[config.mk]
export PLATFORM = sky130hd
export DESIGN_NAME = imm_gen_pipe_flat
export DESIGN_NICKNAME = d
export VERILOG_FILES = /design/src/rtl/imm_gen_pipe_if.sv /design/src/rtl/imm_gen_pipe.sv /design/src/flat_wrapper.sv
export SDC_FILE = /design/constraint.sdc
export NUM_CORES = 1
export LEC_CHECK = 0
export BUFFER_PORTS_ARGS = -buffer_cell sky130_fd_sc_hd__buf_2
export CORE_MARGIN = 2
export CORE_UTILIZATION = 50
export DETAILED_ROUTE_END_ITERATION = 8
export PLACE_DENSITY = 0.83
export SLEW_MARGIN = 20
export SYNTH_ARGS = -nofsm -noshare
export SYNTH_HDL_FRONTEND = slang
export SYNTH_SLANG_ARGS = --single-unit
[constraint.sdc]
create_clock -name clk -period 2.54 [get_ports clk]
set_input_delay 0.762 -clock clk [delete_from_list [all_inputs] [get_ports clk]]
set_output_delay 0.762 -clock clk [all_outputs]
set_load 0.01 [all_outputs]
[src/rtl/imm_gen_pipe_if.sv]
// Handshake bundle for imm_gen_pipe: input instruction side and output immediate side.
// Optional imm_err signal exists only when IMM_GEN_ERR_FLAG_EN is defined.
interface imm_gen_pipe_if #(parameter int XLEN = 32);
  logic            in_valid;
  logic            in_ready;
  logic [31:0]     instr;
  logic [2:0]      imm_src;
  logic            out_valid;
  logic            out_ready;
  logic [XLEN-1:0] imm_ext;
  logic [2:0]      out_fmt;
`ifdef IMM_GEN_ERR_FLAG_EN
  logic            imm_err;
`endif

  modport master (
    output in_valid, instr, imm_src, out_ready,
`ifdef IMM_GEN_ERR_FLAG_EN
    input  imm_err,
`endif
    input  in_ready, out_valid, imm_ext, out_fmt
  );

  modport slave (
    input  in_valid, instr, imm_src, out_ready,
`ifdef IMM_GEN_ERR_FLAG_EN
    output imm_err,
`endif
    output in_ready, out_valid, imm_ext, out_fmt
  );
endinterface

[src/rtl/imm_gen_pipe.sv]
// Registered RV immediate extender (I/S/B/U/J) with a 2-entry output/skid buffer.
// Optional macro IMM_GEN_ERR_FLAG_EN adds imm_err for undefined format codes 110/111.
module imm_gen_pipe #(
  parameter int XLEN = 32
) (
  input logic           clk,
  input logic           reset,
  imm_gen_pipe_if.slave bus
);
  logic [31:0]     ins;
  logic [31:0]     imm32;
  logic [XLEN-1:0] imm_new;
  logic            in_fire;
  logic            out_fire;

  logic            or_valid;
  logic [XLEN-1:0] or_imm;
  logic [2:0]      or_fmt;
  logic            sk_valid;
  logic [XLEN-1:0] sk_imm;
  logic [2:0]      sk_fmt;
`ifdef IMM_GEN_ERR_FLAG_EN
  logic            err_new;
  logic            or_err;
  logic            sk_err;
`endif

  assign ins = bus.instr;

  // Every format fits in 32 bits; widen afterwards so U sign-extends from bit 31 at XLEN=64.
  always_comb begin
    imm32 = '0;
    case (bus.imm_src)
      3'b000:  imm32 = {{20{ins[31]}}, ins[31:20]};
      3'b001:  imm32 = {{20{ins[31]}}, ins[7], ins[30:25], ins[11:8], 1'b0};
      3'b010:  imm32 = {{20{ins[31]}}, ins[31:25], ins[11:7]};
      3'b011:  imm32 = {ins[31:12], 12'b0};
      3'b100:  imm32 = {{12{ins[31]}}, ins[19:12], ins[20], ins[30:21], 1'b0};
      default: imm32 = '0;
    endcase
  end

  assign imm_new = XLEN'($signed(imm32));
`ifdef IMM_GEN_ERR_FLAG_EN
  assign err_new = (bus.imm_src[2:1] == 2'b11);
`endif

  assign bus.in_ready = ~reset & ~sk_valid;
  assign in_fire      = bus.in_valid & bus.in_ready;
  assign out_fire     = or_valid & bus.out_ready;

  always_ff @(posedge clk) begin
    if (reset) begin
      or_valid <= 1'b0;
      or_imm   <= '0;
      or_fmt   <= '0;
      sk_valid <= 1'b0;
      sk_imm   <= '0;
      sk_fmt   <= '0;
`ifdef IMM_GEN_ERR_FLAG_EN
      or_err   <= 1'b0;
      sk_err   <= 1'b0;
`endif
    end else if (out_fire && sk_valid) begin
      // in_ready is low whenever the skid is full, so no new input competes here
      or_imm   <= sk_imm;
      or_fmt   <= sk_fmt;
      sk_valid <= 1'b0;
`ifdef IMM_GEN_ERR_FLAG_EN
      or_err   <= sk_err;
`endif
    end else if (in_fire && (!or_valid || out_fire)) begin
      or_valid <= 1'b1;
      or_imm   <= imm_new;
      or_fmt   <= bus.imm_src;
`ifdef IMM_GEN_ERR_FLAG_EN
      or_err   <= err_new;
`endif
    end else if (in_fire) begin
      sk_valid <= 1'b1;
      sk_imm   <= imm_new;
      sk_fmt   <= bus.imm_src;
`ifdef IMM_GEN_ERR_FLAG_EN
      sk_err   <= err_new;
`endif
    end else if (out_fire) begin
      or_valid <= 1'b0;
    end
  end

  assign bus.out_valid = or_valid;
  assign bus.imm_ext   = or_imm;
  assign bus.out_fmt   = or_fmt;
`ifdef IMM_GEN_ERR_FLAG_EN
  assign bus.imm_err   = or_err;
`endif
endmodule

[src/flat_wrapper.sv]
// flat-port wrapper written by rule: the top's interface ports become plain ports
module imm_gen_pipe_flat 
#(
  parameter int XLEN = 32
)
  (clk, reset, bus_in_valid, bus_instr, bus_imm_src, bus_out_ready, bus_in_ready, bus_out_valid, bus_imm_ext, bus_out_fmt);
  imm_gen_pipe_if #(.XLEN(XLEN)) bus_i ();
  input logic clk;
  input logic reset;
  input wire logic [$bits(bus_i.in_valid)-1:0] bus_in_valid;
  input wire logic [$bits(bus_i.instr)-1:0] bus_instr;
  input wire logic [$bits(bus_i.imm_src)-1:0] bus_imm_src;
  input wire logic [$bits(bus_i.out_ready)-1:0] bus_out_ready;
  output wire logic [$bits(bus_i.in_ready)-1:0] bus_in_ready;
  output wire logic [$bits(bus_i.out_valid)-1:0] bus_out_valid;
  output wire logic [$bits(bus_i.imm_ext)-1:0] bus_imm_ext;
  output wire logic [$bits(bus_i.out_fmt)-1:0] bus_out_fmt;
  assign bus_i.in_valid = bus_in_valid;
  assign bus_i.instr = bus_instr;
  assign bus_i.imm_src = bus_imm_src;
  assign bus_i.out_ready = bus_out_ready;
  assign bus_in_ready = bus_i.in_ready;
  assign bus_out_valid = bus_i.out_valid;
  assign bus_imm_ext = bus_i.imm_ext;
  assign bus_out_fmt = bus_i.out_fmt;
  imm_gen_pipe #(.XLEN(XLEN)) u_core (.clk(clk), .reset(reset), .bus(bus_i));
endmodule
* After elaboration in Yosys (flattened, before gate mapping)
Cells that the tools add are included.
** Word-level totals
- Bits in registers :: 72
- Input bits :: 39
- Word-level logic and storage cells :: 37
** Cells by class
- Equality and inequality tests :: 5
- Muxes and demuxes :: 8
- Bitwise gates (word level) :: 7
- Reductions and logical operators :: 11
** Operators with widths (number)
- case mux 32 bit (5 select lines) :: 1
- two-way mux 32 bit :: 2
- == test 3 x 2 -> 1 bit (second input constant) :: 2
- two-way mux 3 bit :: 2
- AND reduction 3 bit :: 2
- NOT 1 bit :: 4
- nonzero test 2 bit :: 2
- AND 1 bit :: 3
- == test 3 x 1 -> 1 bit (second input constant) :: 1
- == test 3 bit (second input constant) :: 1
- zero test 3 bit :: 1
- two-way mux 1 bit :: 3
- logical AND 1 bit :: 2
- != test 2 bit (second input constant) :: 1
- AND reduction 2 bit :: 1
- OR reduction 2 bit :: 1
- zero test 1 bit :: 1
- logical OR 1 bit :: 1

* Longest topological paths before layout
- Depth after elaboration :: 6
- Gate-level depth with buffers :: 7
- Mapped depth without buffers :: 4

* Least setup slack after synthesis
Ideal clock, no wire load.
- Path kind :: input -> output
- From :: input reset
- To :: output bus_in_ready
- Arrival time :: 1.330 ns
- Data required time :: 1.778 ns
- Slack :: 0.448 ns
- Cell stages on the path :: 3
- Path through :: buf_2 -> clkbuf_1 -> nor2_1
** On the way
- Cells in the longest elaborated chain, start to end :: 2
** RTL lines
- start: declaration :: RTL line flat_wrapper.sv:9 : input logic reset;
- NOT 1 bit :: RTL line imm_gen_pipe.sv:48 : assign bus.in_ready = ~reset & ~sk_valid;
- AND 1 bit :: RTL line imm_gen_pipe.sv:48
- end: declaration :: RTL line flat_wrapper.sv:14 : output wire logic [$bits(bus_i.in_ready)-1:0] bus_in_ready;
Every way passes these cells.

* Worst setup path after layout
Ends and elaborated chain as after synthesis.

==> summary.md <==
## Cells and area
- **Finished Cell Area** 0.00368 mm2
- **Filler cells** 536
- **number of nets in the layout** 444
- **footprint of the flip-flops and latches** 0.00144 mm2
- **share of post-route cells with drive strength above 1** 25.2%
- **Antenna diodes** 0
- **Area Overhead vs Synth** 18.7%
- **highest-count cells in the layout ignoring fill and taps** sky130_fd_sc_hd__dfxtp_1 (72), sky130_fd_sc_hd__buf_2 (68), sky130_fd_sc_hd__nand2_1 (36), sky130_fd_sc_hd__nor2_1 (34), sky130_fd_sc_hd__a21oi_1 (28)
- **combined area of the multi-input logic cells** 0.00141 mm2
- **most common cell after layout, fill and taps aside** sky130_fd_sc_hd__dfxtp_1

## Clock network
- **count of hold-fix buffers inserted at cts** 0
- **number of clock buffers inserted by TritonCTS** 9
- **largest buffer count on any clock path** 2
- **CTS clock-pin slew for the worst setup and hold paths** 0.06 ns
- **sink count of the clock tree** 72
- **Clock H-tree levels** 3
- **CTS Root Cell** sky130_fd_sc_hd__clkbuf_8
- **count of instances resized after the clock tree is built** 0
- **insertion delay to the later sink of the worst-skew pair** 0.35 ns
- **TritonCTS clock tree** yes
- **# Post-CTS Setup Buffers** 0

## Synth
- **flop and latch count out of synthesis** 72
- **nets in the synthesized netlist** 387
- **synth warn** 0
- **library cells used by synthesis** 37
- **biggest area contributors in the synthesized netlist** sky130_fd_sc_hd__dfxtp_1 (47%), sky130_fd_sc_hd__a221o_1 (7.4%), sky130_fd_sc_hd__a21oi_1 (4.5%), sky130_fd_sc_hd__nand2_1 (4.4%), sky130_fd_sc_hd__nor2_1 (4.1%)
- **synthesized instance count** 348
- **post-synthesis cell area** 0.00310 mm2
- **library cell with the largest summed area after synthesis** sky130_fd_sc_hd__dfxtp_1
- **most common flop cell mapped by yosys** sky130_fd_sc_hd__dfxtp_1
- **FFs w/ async S/R, synth** 0%
- **average cell area after synthesis** 8.90 um2
- **EDFF count, synth** 0
- **sequential cell area fraction in the yosys report** 46.5%
- **portion of synthesized cell area occupied by the leading cell type** 46.5%

## Timing
- **normalized max-slew margin** 68.9%
- **setup repair after global routing missed its margin** false
- **total setup violations reported at the end of the flow** 0
- **Hold Violations, Final** 0
- **worst clock skew** 0.0117 ns
- **Peak Freq** 493 MHz
- **accumulated negative setup slack** 0 ns
- **Max Transition Viols Final** 0
- **Tcrit/Tclk final** 79.9%
- **final hold slack** 0.450 ns
- **post-layout minimum cycle time** 2.03 ns
- **slew at the pin closest to its max-slew limit** 0.464 ns

## Routing
- **remaining routing DRC violations** 0
- **detailed-routing iteration count for the pre-antenna-repair pass** 4
- **detailed-route via count** 2833
- **Detail Route Antenna Nets** 0
- **number of DRC markers in iteration 0** 143
- **routed via count divided by cell count** 5.85
- **post-detailed-route wirelength per cell** 15.4 um
- **Routed WL** 7460 um

## Floorplan
- **Site Rows** 28
- **Initial Utilization** 52.0%
- **IO Count** 76
- **die footprint** 0.00684 mm2
- **Core Region** 0.00596 mm2
- **Die X-Extent** 82.7 um
- **Die Height** 82.7 um

## Worst setup path
- **top cell family by delay on the critical path** buffers and inverters
- **Worst Path Buf+Inv** 2
- **cell type with the highest occurrence count on the critical path** sky130_fd_sc_hd__buf_2
- **CP Launch Type** input pin
- **Max Fanout on Critical Path** 16
- **WP data required** 1.78 ns
- **crit path DAT** 1.27 ns
- **critical path cell sequence** buf_2 > nor2_1 > buf_2
- **Worst path slowest cell** sky130_fd_sc_hd__buf_2
- **sort of element at the end of the critical path** output pin
- **maximum single-stage delay on the critical path** 0.29 ns
- **launching element of the worst setup path** reset
- **crit path kind** input pin to output pin
- **origin of the critical flop-to-flop path** u_core.sk_valid

## Hold path
- **Hold Crit Class** flop to flop
- **startpoint of the most critical hold path** u_core.sk_imm[6]

## Power and ir drop
- **Pwr Density** 689 mW/mm2
- **peak supply drop** 0.000404 V
- **PnR Total Power** 2.53 mW
- **leakage** 1.49 nW

## Placement
- **placer congestion estimate** 0.801
- **count of input and output buffers** 68
- **Placed Area** 0.00344 mm2
- **detailed-placement wirelength estimate** 5110 um

## Status
- **result of the run** completed

## Global route
- **Congestion Overflow GR** 0
- **wire length of the first global-routing pass** 12300 um
- **global router's overall resource usage** 23.7%
- **maximum number of pins on one net before global-route repair** 31
- **vias in the first global route** 2645
- **number of antenna violations at the first check in global routing** 0

## Job
- **number of maximum-capacitance violations** 0

==> layout make-up <==
| class | instances | area share [%] |
|---|---|---|
| flip-flops and latches | 72 | 39.2 |
| clock inverters | 6 | 2.96 |
| inverters | 19 | 1.94 |
| well taps | 75 | 2.55 |
| clock buffers | 9 | 3.37 |
| repair buffers | 80 | 11.7 |
| multi-input cells | 223 | 38.3 |
==> synthesized netlist by cell type, types with 2 or more instances <==
master                     number
sky130_fd_sc_hd__a21oi_1       28
sky130_fd_sc_hd__nand2_1       36
sky130_fd_sc_hd__nor2b_1        2
sky130_fd_sc_hd__nor3b_2        2
sky130_fd_sc_hd__a22oi_1        2
sky130_fd_sc_hd__a221o_1       23
sky130_fd_sc_hd__o311a_1        8
sky130_fd_sc_hd__nor3_1         2
sky130_fd_sc_hd__inv_1         19
sky130_fd_sc_hd__and2_1         7
sky130_fd_sc_hd__nand2b_1       3
sky130_fd_sc_hd__buf_4          5
sky130_fd_sc_hd__buf_2         13
sky130_fd_sc_hd__a31oi_1        9
sky130_fd_sc_hd__clkbuf_1      12
sky130_fd_sc_hd__o221ai_1       8
sky130_fd_sc_hd__a32oi_1        5
sky130_fd_sc_hd__dfxtp_1       72
sky130_fd_sc_hd__a311oi_1      11
sky130_fd_sc_hd__or2_1          2
sky130_fd_sc_hd__nor3_2         2
sky130_fd_sc_hd__a211oi_1      14
sky130_fd_sc_hd__o21ai_0        3
sky130_fd_sc_hd__nor2_1        34
sky130_fd_sc_hd__buf_6          3
sky130_fd_sc_hd__nand3_1       12
==> report_power, final <==
part           internal [mW]  switching (mW)
Combinational          0.110           0.162
Sequential              1.17          0.0234
Clock                  0.645           0.421
Total                   1.93           0.607
==> per-stage QoR <==
step,setup slack [ns],cells,utilization [%]
finish,0.512,484,61.7
global placement,0.395,469,57.8
global route,0.477,484,61.7
CTS,0.507,484,61.7
floorplan,0.448,348,-
detailed placement,0.369,469,57.8
==> flip-flops by register name, indices dropped and copies added (netlist names) <==
name,flops
u_core.bus.imm_ext,32
u_core.bus.out_fmt,3
u_core.bus.out_valid,1
u_core.sk_fmt,3
u_core.sk_imm,32
u_core.sk_valid,1
==> cells by family (layout without fill, tap and decap cells) <==
group | Yosys count | in the layout | share of synthesized area, %
compound gates | 114 | 114 | 28.2
simple gates | 107 | 107 | 16.4
flops | 72 | 72 | 46.5
buf+inv | 53 | 114 | 8.28
xor+xnor | 1 | 1 | 0.283
mux | 1 | 1 | 0.323
==> routing by layer <==
layer  routed length (um)  part of all wire (%)  up-vias  global-route usage (%)
met5                    0                     0        -                       0
met3                  447                   6.0       13                    5.11
met4                  131                   1.8        0                    11.0
met2                 3620                    49       97                    39.8
met1                 3260                    44     1332                    28.8
li1                     -                     -     1391                       -
==> worst min-delay path: cells and delay by family, from the launching register on <==
kind | cells | cell delay (ns)
DFF | 1 | 0.31
and+or+nand+nor | 1 | 0.05
AOI/OAI and AO/OA | 1 | 0.05
==> final timing paths <==
kind | cells past startpoint | endpoint | slack [ns]
worst max-delay path | 3 | bus_in_ready | 0.51
worst min-delay path | 2 | u_core.sk_imm[6] | 0.45
worst max register to register | 5 | u_core.bus.imm_ext[6] | 0.94
worst min register to register | 2 | u_core.sk_imm[6] | 0.45
No activity file was read; power rests on OpenSTA's default activity.
